[src/rtl/frost32_mem_arbiter.sv]
// Frost32 memory port arbiter: shares one memory port between instruction fetch and data access.
// Optional macro FROST32_MEM_ARB_ROUND_ROBIN_EN selects round-robin instead of fixed D-over-IF priority.
module frost32_mem_arbiter #(
    parameter int ADDR_WIDTH     = 32,
    parameter int DATA_WIDTH     = 32,
    parameter int TIMEOUT_CYCLES = 255
) (
    input  logic                  clk,
    input  logic                  rst_n,
    input  logic                  if_req,
    input  logic [ADDR_WIDTH-1:0] if_addr,
    output logic                  if_done,
    output logic                  if_err,
    output logic [DATA_WIDTH-1:0] if_rdata,
    input  logic                  d_req,
    input  logic [ADDR_WIDTH-1:0] d_addr,
    input  logic [DATA_WIDTH-1:0] d_wdata,
    input  logic                  d_access_type,
    input  logic [1:0]            d_access_size,
    output logic                  d_done,
    output logic                  d_err,
    output logic [DATA_WIDTH-1:0] d_rdata,
    output logic                  mem_req_access,
    output logic [ADDR_WIDTH-1:0] mem_addr,
    output logic [DATA_WIDTH-1:0] mem_wdata,
    output logic                  mem_access_type,
    output logic [1:0]            mem_access_size,
    input  logic [DATA_WIDTH-1:0] mem_rdata,
    input  logic                  mem_wait,
    output logic                  busy,
    output logic                  owner
);

    // state   | meaning
    // S_IDLE  | no transaction; arbitrate and latch the winner's request
    // S_ISSUE | one-cycle mem_req_access strobe
    // S_WAIT  | waiting for mem_wait=0 or timeout
    // S_RESP  | one-cycle done pulse to the owner
    typedef enum logic [1:0] {S_IDLE, S_ISSUE, S_WAIT, S_RESP} state_t;

    localparam logic [1:0] SZ32  = 2'd0;
    localparam logic [1:0] SZ16  = 2'd1;
    localparam logic [1:0] SZBAD = 2'd3;

    localparam int             CW       = (TIMEOUT_CYCLES > 1) ? $clog2(TIMEOUT_CYCLES) : 1;
    localparam logic [CW-1:0]  CNT_LAST = (TIMEOUT_CYCLES > 0) ? CW'(TIMEOUT_CYCLES - 1) : '0;
    localparam bit             TO_EN    = (TIMEOUT_CYCLES != 0);

    state_t                  state_q, state_d;
    logic [ADDR_WIDTH-1:0]   addr_q, addr_d;
    logic [DATA_WIDTH-1:0]   wdata_q, wdata_d;
    logic                    type_q, type_d;
    logic [1:0]              size_q, size_d;
    logic                    owner_q, owner_d;
    logic                    err_q, err_d;
    logic [DATA_WIDTH-1:0]   rdata_q, rdata_d;
    logic [CW-1:0]           cnt_q, cnt_d;

    logic grant_d;
    logic reject;

    always_comb begin
`ifdef FROST32_MEM_ARB_ROUND_ROBIN_EN
        // contested grant goes to whoever did not win last time
        grant_d = d_req && (!if_req || !owner_q);
`else
        grant_d = d_req;
`endif
        if (grant_d) begin
            reject = (d_access_size == SZBAD)
                  || ((d_access_size == SZ32) && (d_addr[1:0] != 2'b00))
                  || ((d_access_size == SZ16) && d_addr[0]);
        end else begin
            reject = (if_addr[1:0] != 2'b00);
        end
    end

    always_comb begin
        state_d = state_q;
        addr_d  = addr_q;
        wdata_d = wdata_q;
        type_d  = type_q;
        size_d  = size_q;
        owner_d = owner_q;
        err_d   = err_q;
        rdata_d = rdata_q;
        cnt_d   = cnt_q;
        case (state_q)
            S_IDLE: begin
                if (if_req || d_req) begin
                    owner_d = grant_d;
                    if (grant_d) begin
                        addr_d  = d_addr;
                        wdata_d = d_wdata;
                        type_d  = d_access_type;
                        size_d  = d_access_size;
                    end else begin
                        addr_d  = if_addr;
                        wdata_d = '0;
                        type_d  = 1'b0;
                        size_d  = SZ32;
                    end
                    if (reject) begin
                        err_d   = 1'b1;
                        rdata_d = '0;
                        state_d = S_RESP;
                    end else begin
                        state_d = S_ISSUE;
                    end
                end
            end
            S_ISSUE: begin
                cnt_d   = '0;
                state_d = S_WAIT;
            end
            S_WAIT: begin
                if (!mem_wait) begin
                    err_d   = 1'b0;
                    rdata_d = type_q ? '0 : mem_rdata;
                    state_d = S_RESP;
                end else if (TO_EN && (cnt_q == CNT_LAST)) begin
                    err_d   = 1'b1;
                    rdata_d = '0;
                    state_d = S_RESP;
                end else begin
                    cnt_d = cnt_q + CW'(1);
                end
            end
            S_RESP: begin
                state_d = S_IDLE;
            end
            default: state_d = S_IDLE;
        endcase
    end

    always_ff @(posedge clk or negedge rst_n) begin
        if (!rst_n) begin
            state_q <= S_IDLE;
            addr_q  <= '0;
            wdata_q <= '0;
            type_q  <= 1'b0;
            size_q  <= SZ32;
            owner_q <= 1'b0;
            err_q   <= 1'b0;
            rdata_q <= '0;
            cnt_q   <= '0;
        end else begin
            state_q <= state_d;
            addr_q  <= addr_d;
            wdata_q <= wdata_d;
            type_q  <= type_d;
            size_q  <= size_d;
            owner_q <= owner_d;
            err_q   <= err_d;
            rdata_q <= rdata_d;
            cnt_q   <= cnt_d;
        end
    end

    assign busy            = (state_q != S_IDLE);
    assign owner           = owner_q;
    assign mem_req_access  = (state_q == S_ISSUE);
    assign mem_addr        = addr_q;
    assign mem_wdata       = wdata_q;
    assign mem_access_type = type_q;
    assign mem_access_size = size_q;

    assign if_done  = (state_q == S_RESP) && !owner_q;
    assign d_done   = (state_q == S_RESP) &&  owner_q;
    assign if_err   = if_done && err_q;
    assign d_err    = d_done  && err_q;
    assign if_rdata = if_done ? rdata_q : '0;
    assign d_rdata  = d_done  ? rdata_q : '0;

endmodule

[config.mk]
export PLATFORM = sky130hd
export DESIGN_NAME = frost32_mem_arbiter
export DESIGN_NICKNAME = d
export VERILOG_FILES = /design/src/rtl/frost32_mem_arbiter.sv
export SDC_FILE = /design/constraint.sdc
export NUM_CORES = 1
export LEC_CHECK = 0
export CORE_MARGIN = 4
export CORE_UTILIZATION = 25
export DETAILED_ROUTE_END_ITERATION = 10
export SLEW_MARGIN = 15
export SYNTH_ARGS = -nofsm -noshare
export SYNTH_HDL_FRONTEND = slang
export SYNTH_SLANG_ARGS = --single-unit
export TNS_END_PERCENT = 30
[constraint.sdc]
create_clock -name clk -period 2.8 [get_ports clk]
set_input_delay 0.56 -clock clk [delete_from_list [all_inputs] [get_ports clk]]
set_output_delay 0.56 -clock clk [all_outputs]
set_load 0.02 [all_outputs]
# Word-level counts from Yosys, hierarchy flattened
# Index checks and enable logic that the tools add are counted.
# classes
eq_ne,11
magnitude_cmp,0
n_mul,0
bitwise_logic,0
shifts,0
n_reduce_logical,21
div_mod_pow,0
muxes,26
add_sub_neg,1
# op_table
op,count
$mux W32,9
$pmux W32 S2,1
$mux W8,2
$pmux W8 S2,1
$mux W2,5
$reduce_bool A2 Y1,5
$add A8 B1 Y8 const B,1
$eq A8 B8 Y1 const B,1
$ne A2 B2 Y1 const B,4
$pmux W2 S4,1
$eq A2 B2 Y1 const B,3
$logic_and A1 B1 Y1,6
$mux W1,6
$eq A2 B1 Y1 const B,2
$logic_not A2 Y1,2
$reduce_and A2 Y1,2
$reduce_and A4 Y1,1
$logic_or A1 B1 Y1,3
$ne A3 B3 Y1 const B,1
$reduce_and A3 Y1,1
$pmux W1 S2,1
$logic_not A1 Y1,1
# word_totals
n_memories,0
ramBits,0
latchBits,0
output_inout_bits,138
wordCells,68
input_bits,136
rom_bits,0
reg_bits,111

# Logic depth before layout (Yosys ltp)
# Gate-level depths: netlist (run 1).
# depth
ltp_word,8
ltp_mapped,8
ltp_nobuf,6

# Worst setup path after synthesis (run 1)
# No wires, ideal clock.
# synth_path
kind,register to output
startpoint,register state_q[0]
endpoint,output port if_rdata[22]
required_time_ns,2.240
n_path_buf,1
setup_slack_ns,0.698
arrival_time_ns,1.542
stages_incl_launch_ff,5
path_cell_list,dfrtp_1 ha_1 nor2b_1 clkbuf_1 and2_1
# synth_between
elab_chain_len,3
# synth_rtl
element,line_no,source
"start, declared",49,"state_t state_q, state_d;"
"start signal, assigned",148,state_q <= state_d;
$eq A2 B2 Y1,168,assign if_done = (state_q == S_RESP) && !owner_q;
$logic_and A1 B1 Y1,168,
net if_done,12,"output logic if_done,"
$mux W32,172,assign if_rdata = if_done ? rdata_q : '0;
"end, declared",14,"output logic [DATA_WIDTH-1:0] if_rdata,"
# The timed path passes the listed nets, and every way through them passes these cells.

# Final worst setup path (run 1)
# layout_path
startpoint,register state_q[1]
endpoint,output port if_rdata[29]
# layout_between
elab_chain_len,3
# layout_rtl
element,line_no
$eq A2 B2 Y1,168
$logic_and A1 B1 Y1,168
$mux W32,172
# No other way between the ends.

==> flow_summary.yaml, run 1 <==
pwr:
  seq_power_share: 0.331
  p_int_mw: 5.05
  p_sw_mw: 3.55
  worst_ir_drop_vdd_mv: 0.396
  share_comb_of_total_power: 0.512
  pwr-share-clk: 0.158
  switching_share: 0.413
  p_leak_nw: 4.02
  pwr_density_cell_nw_per_um2: 963
floorplanning:
  design.core.area_sq_um: 21800
  die_x_um: 157
  dieHeight_um: 157
  io_pins: 274
  start_util: 0.254
  dieArea_sq_um: 24500
  core.rowCount: 54
critical_path:
  r2r_start: "state_q[0]$_DFFE_PN0P_"
  max_stage_delay_ps: 600
  path_max_fanout: 34
  worstPathRequired_ps: 2240
  critPathKind: "flip-flop to output port"
  crit_path_cell_trace: "ha_1 > nor2b_2 > buf_8 > and2_1 > clkdlybuf4s50_1"
  crit_start: "state_q[1]$_DFFE_PN0P_"
  cp_data_arrival_time_ps: 2090
  end_kind: "output port"
  crit_buf_inv: 2
  crit_family: "buffers and inverters"
  startpoint_type: "flip-flop"
  slowest_stage: "clkdlybuf4s50_1"
synthesis:
  syn-num-nets: 735
  ys_types: 44
  syn_inst: 592
  ys.flop_type: "dfrtp_1"
  avgSynthCellArea_sq_um: 9.33
  netlist_area_sq_um: 5520
  synth_enable_flop_cells: 0
  ys_seq_area_frac: 0.503
  yosys_warnings: 0
  synth-async-reset-ratio: 1.00
  ys_seq_elements: 111
grt:
  grt_util_met1: 0.187
  grt_use_met2: 0.218
  gr-max-usage-layer: "met2"
  grt_pass1_vias: 4956
  antenna_found_initial: 0
  grt_pass1_wl_um: 27700
  met3_usage: 0.0636
  grtUsageTotal: 0.144
  overflow: 0
  grt_max_degree: 67
timing:
  max-slew-margin-rel: 0.401
  hold_slack_ps: 157
  worst-slew-pin-transition_ps: 898
  fmax_mhz: 378
  fin_crit_sh: 0.946
  setup_viol: 0
  tns_ps: 0
  hold_viol: 0
  finClkSkew_ps: 6.35
  period_minus_slack_ps: 2650
  rsz0062_at_grt: "false"
  report.final.slew_viol_count: 0
clocking:
  clkTransAtPathRegs_ps: 80
  cts_root_buf: "clkbuf_16"
  cts_made_buffers: 9
  cts-htree-levels: 3
  cts.path.max_buffers: 2
  hold_buffers: 0
  cts_tree: "done"
  clk-insertion-delay-late_ps: 350
  cts.sinks: 111
detailed_routing:
  wire_per_inst_um: 15.8
  first_pass_iters: 4
  drt.antenna.violating_nets: 0
  wirelength_um: 18000
  vias: 4971
  vias_per_cell: 4.37
  first_iter_violations: 199
  drc: 0
finish:
  area_growth_pct: 61.8
  antenna_cells: 0
  regArea_sq_um: 2780
  multi_input_area_sq_um: 2430
  finish.utilization: 0.411
  post_route_cells_drive_above_1_share: 0.0536
  fill_cells: 2228
  stdcell_count: 1138
  nNetsFinal: 996
placement:
  gp_congestion: 0.783
  placedCellCount: 1122
  portBuffers: 273
  dp_hpwl_um: 13500
run:
  maxCapViolCount: 0
worst_hold_path:
  hp-class: "input port to async pin"
status:
  status: "complete, no violations"
==> per-layer routing <==
layer  share of wire  wire length (um)
met5               0                 0
met2            0.44              7840
met1            0.44              7940
met3            0.11              1950
met4           0.015               276
==> area by class of cell <==
class,instances,share of cell area
clock buffers,9,0.0252
repair buffers,289,0.327
inverters,39,0.0164
well taps,280,0.0392
multi-input cells,403,0.273
clock inverters,7,0.00896
flip-flops and latches,111,0.311
==> flip-flops by register name, summed over array words and instances (netlist names) <==
register         cells
cnt_q                8
state_q              2
mem_access_type      1
owner                1
rdata_q             32
err_q                1
mem_addr            32
mem_wdata           32
mem_access_size      2
==> Yosys cell counts (2+ instances only) <==
| cell type | instances | area share |
|---|---|---|
| a21oi_1 | 4 | 0.0036 |
| inv_1 | 39 | 0.027 |
| clkbuf_1 | 27 | 0.018 |
| nand3_1 | 42 | 0.038 |
| nand2_1 | 142 | 0.097 |
| nand4_1 | 2 | 0.0023 |
| o21ai_0 | 36 | 0.033 |
| and3_1 | 34 | 0.039 |
| buf_6 | 4 | 0.0082 |
| nor2_1 | 2 | 0.0014 |
| nor2b_1 | 3 | 0.0034 |
| mux2i_1 | 65 | 0.12 |
| buf_2 | 4 | 0.0036 |
| dfrtp_1 | 111 | 0.50 |
| buf_1 | 4 | 0.0027 |
| nor3_1 | 3 | 0.0027 |
| a31oi_1 | 2 | 0.0023 |
| and2_1 | 35 | 0.040 |
| nand2b_1 | 2 | 0.0023 |
| ha_1 | 7 | 0.016 |
==> logic make-up after synthesis <==
logic type / share of synthesized area
AND/OR/NAND/NOR: 0.235
flip-flops: 0.503
buffers and inverters: 0.0594
multiplexers: 0.118
AO/OA/AOI/OAI: 0.0689
adder cells (fa/ha/maj): 0.0159
==> power by group through the flow <==
stage	Clock (mW)	Combinational [mW]	Sequential, mW
final	1.36	4.40	2.84
after global routing	1.48	4.81	2.96
after CTS	1.41	4.47	2.85
after detailed placement	0	4.46	2.87
after global placement	0	4.44	2.84
after floorplan	0	1.84	3.33
==> timing repair <==
action                                  in CTS  in global routing
gates resized for setup                      0                  2
endpoints found under the setup margin       0                 33
buffers inserted                             0                  0
==> placed cells by master, fill, tap and decap left out, types with 2 or more instances in the layout <==
master           synthesis  final
a21oi_1                  4      4
a31oi_1                  2      2
and2_1                  35     35
and3_1                  34     34
buf_12                   0      5
buf_4                    0     12
clkbuf_16                0      9
clkdlybuf4s50_1          0    271
dfrtp_1                111    111
ha_1                     7      6
inv_1                   39     39
inv_6                    0      2
mux2i_1                 65     65
nand2_1                142    142
nand2b_1                 2      2
nand3_1                 42     42
nand4_1                  2      2
nor2b_1                  3      2
nor3_1                   3      3
o21ai_0                 36     36
==> final timing paths <==
check | slack (ps) | depth (start not counted) | end
worst min-delay path | 160 | 1 | rdata_q[0]$_DFFE_PN0P_
worst max register to register | 730 | 6 | rdata_q[18]$_DFFE_PN0P_
worst min register to register | 470 | 2 | mem_wdata[4]$_DFFE_PN0P_
worst max-delay path | 150 | 5 | if_rdata[29]
min in group clk | 470 | 2 | mem_wdata[4]$_DFFE_PN0P_
max in group asynchronous | 1970 | 2 | mem_wdata[4]$_DFFE_PN0P_
==> per-stage QoR <==
step / setup slack, ps / area (sq um) / total power [mW]
2_1_floorplan: 698 / 5520 / 5.16
3_3_place_gp: 476 / 8620 / 7.28
3_5_place_dp: 445 / 8620 / 7.33
4_1_cts: 38.6 / 8920 / 8.73
5_1_grt: 2.48 / 8930 / 9.25
6_report: 152 / 8930 / 8.60
(Power assumes the default switching activity.)
==> run 2: changes to the inputs <==
--- a/config.mk
+++ b/config.mk
@@ -8,6 +8,7 @@
 export CORE_MARGIN = 4
 export CORE_UTILIZATION = 25
 export DETAILED_ROUTE_END_ITERATION = 10
+export REMOVE_ABC_BUFFERS = 1
 export SLEW_MARGIN = 15
 export SYNTH_ARGS = -nofsm -noshare
 export SYNTH_HDL_FRONTEND = slang
==> run 2 against run 1 <==
  * Wire length fell by 2.6%
  * Worst setup slack got worse by 11 ps
  * Utilization rose by 0.075 points
  * Register-to-register slack got worse by 30 ps
  * Clock power fell by 9%
  * Sequential share of layout area fell by 0.057 points
  * First-iteration DRC count fell by 15%
  * Via count fell by 0.52%
  * Die area did not move
  * Cell count rose by 0.26%
  * Final area rose by 0.18%
  * Global-route usage fell by 0.36 points
==> flow_summary.yaml, run 2 (synthesized netlist as in run 1, its figures left out) <==
floorplanning:
  dieHeight_um: 157
  core.rowCount: 54
  design.core.area_sq_um: 21800
  die_x_um: 157
  io_pins: 274
  dieArea_sq_um: 24500
  start_util: 0.254
pwr:
  pwr-share-clk: 0.145
  switching_share: 0.413
  seq_power_share: 0.329
  worst_ir_drop_vdd_mv: 0.435
  pwr_density_cell_nw_per_um2: 954
  p_leak_nw: 4.06
  p_sw_mw: 3.53
  p_int_mw: 5.01
  share_comb_of_total_power: 0.526
finish:
  antenna_cells: 0
  post_route_cells_drive_above_1_share: 0.0569
  nNetsFinal: 999
  finalInstanceArea_sq_um: 8950
  final_cell_mix: "clkdlybuf4s50_1 (270), nand2_1 (142), dfrtp_1 (111)"
  stdcell_count: 1141
  final_common_cell: "clkdlybuf4s50_1"
  area_growth_pct: 62.1
placement:
  place_area_sq_um: 8640
  portBuffers: 273
  gp_congestion: 0.748
  placedCellCount: 1124
  dp_hpwl_um: 12900
detailed_routing:
  wire_per_inst_um: 15.4
  first_pass_iters: 5
  drt.antenna.violating_nets: 0
  vias: 4945
  drc: 0
  wirelength_um: 17500
  first_iter_violations: 169
  vias_per_cell: 4.33
clocking:
  cts_tree: "done"
  cts.path.max_buffers: 2
  cts_root_buf: "clkbuf_16"
  hold_buffers: 0
  cts.sinks: 111
  clkTransAtPathRegs_ps: 80
  clk-insertion-delay-late_ps: 350
  post_cts_buffers: 0
  cts_made_buffers: 9
  cts-htree-levels: 3
timing:
  max-slew-margin-rel: 0.452
  fin_crit_sh: 0.949
  rsz0062_at_grt: "false"
  report.final.slew_viol_count: 0
  tns_ps: 0
  setup_viol: 0
  hold_viol: 0
  worst-slew-pin-transition_ps: 822
  period_minus_slack_ps: 2660
  fmax_mhz: 376
  finClkSkew_ps: 9.98
grt:
  antenna_found_initial: 0
  grt_max_degree: 112
  grtUsageTotal: 0.140
  grt_pass1_wl_um: 27100
  overflow: 0
  grt_pass1_vias: 4892
critical_path:
  end_kind: "output port"
  startpoint_type: "flip-flop"
  path_max_fanout: 17
  crit_start: "state_q[0]$_DFFE_PN0P_"
  cp_data_arrival_time_ps: 2100
  worstPathRequired_ps: 2240
  r2r_start: "state_q[0]$_DFFE_PN0P_"
  critPathKind: "flip-flop to output port"
worst_hold_path:
  hp-class: "input port to async pin"
run:
  maxCapViolCount: 0
status:
  status: "complete, no violations"
run 2: area by class of cell:
type	instances	area (sq um)
clock inverters	7	53.8
fillers	2208	12800
well taps	280	350
flip-flops and latches	111	2780
multi-input cells	403	2440
inverters	39	146
repair buffers	292	2960
clock buffers	9	225
run 2: final timing paths:
check,slack [ps],cells past startpoint,end
worst max-delay path,140,5,if_rdata[24]
worst min-delay path,270,2,rdata_q[6]$_DFFE_PN0P_
worst max register to register,700,7,rdata_q[3]$_DFFE_PN0P_
worst min register to register,470,2,mem_wdata[26]$_DFFE_PN0P_
max in group asynchronous,2040,2,mem_addr[26]$_DFFE_PN0P_
min in group clk,470,2,mem_wdata[26]$_DFFE_PN0P_
run 2: worst max-delay path, cell delays in order, from the launching register on:
cell and delay [ps]:
dfrtp_1 400, ha_1 190, nor2b_4 220, buf_6 190, and2_1 140, clkdlybuf4s50_1 600
run 2: timing repair:
item,in CTS,in global routing
hold endpoints to repair,0,0
resized for setup,0,7
endpoints found under the setup margin,0,33
run 2: power by group through the flow:
| stage | registers, mW | clock network (mW) | logic [mW] |
|---|---|---|---|
| detailed placement | 2.84 | 0 | 4.52 |
| CTS | 2.82 | 1.32 | 4.54 |
| global placement | 2.82 | 0 | 4.49 |
| floorplan | 3.35 | 0 | 1.69 |
| global route | 2.92 | 1.39 | 4.92 |
| finish | 2.81 | 1.24 | 4.49 |
run 2: layer usage:
layer  up-vias  track usage  wire, um
met4         0       0.0351       244
met3        13       0.0642      2130
met2       228        0.213      7560
met5         -            0         0
li1       2491            -         -
met1      2213        0.182      7610
run 2: per-stage QoR:
stage,power (mW),worst slack [ps],utilization,hold WS (ps)
global route,9.23,0.937,0.411,324
floorplan,5.04,-1280,-,264
detailed placement,7.36,492,0.397,453
CTS,8.67,90.8,0.410,309
global placement,7.31,516,0.397,448
finish,8.54,142,0.411,273
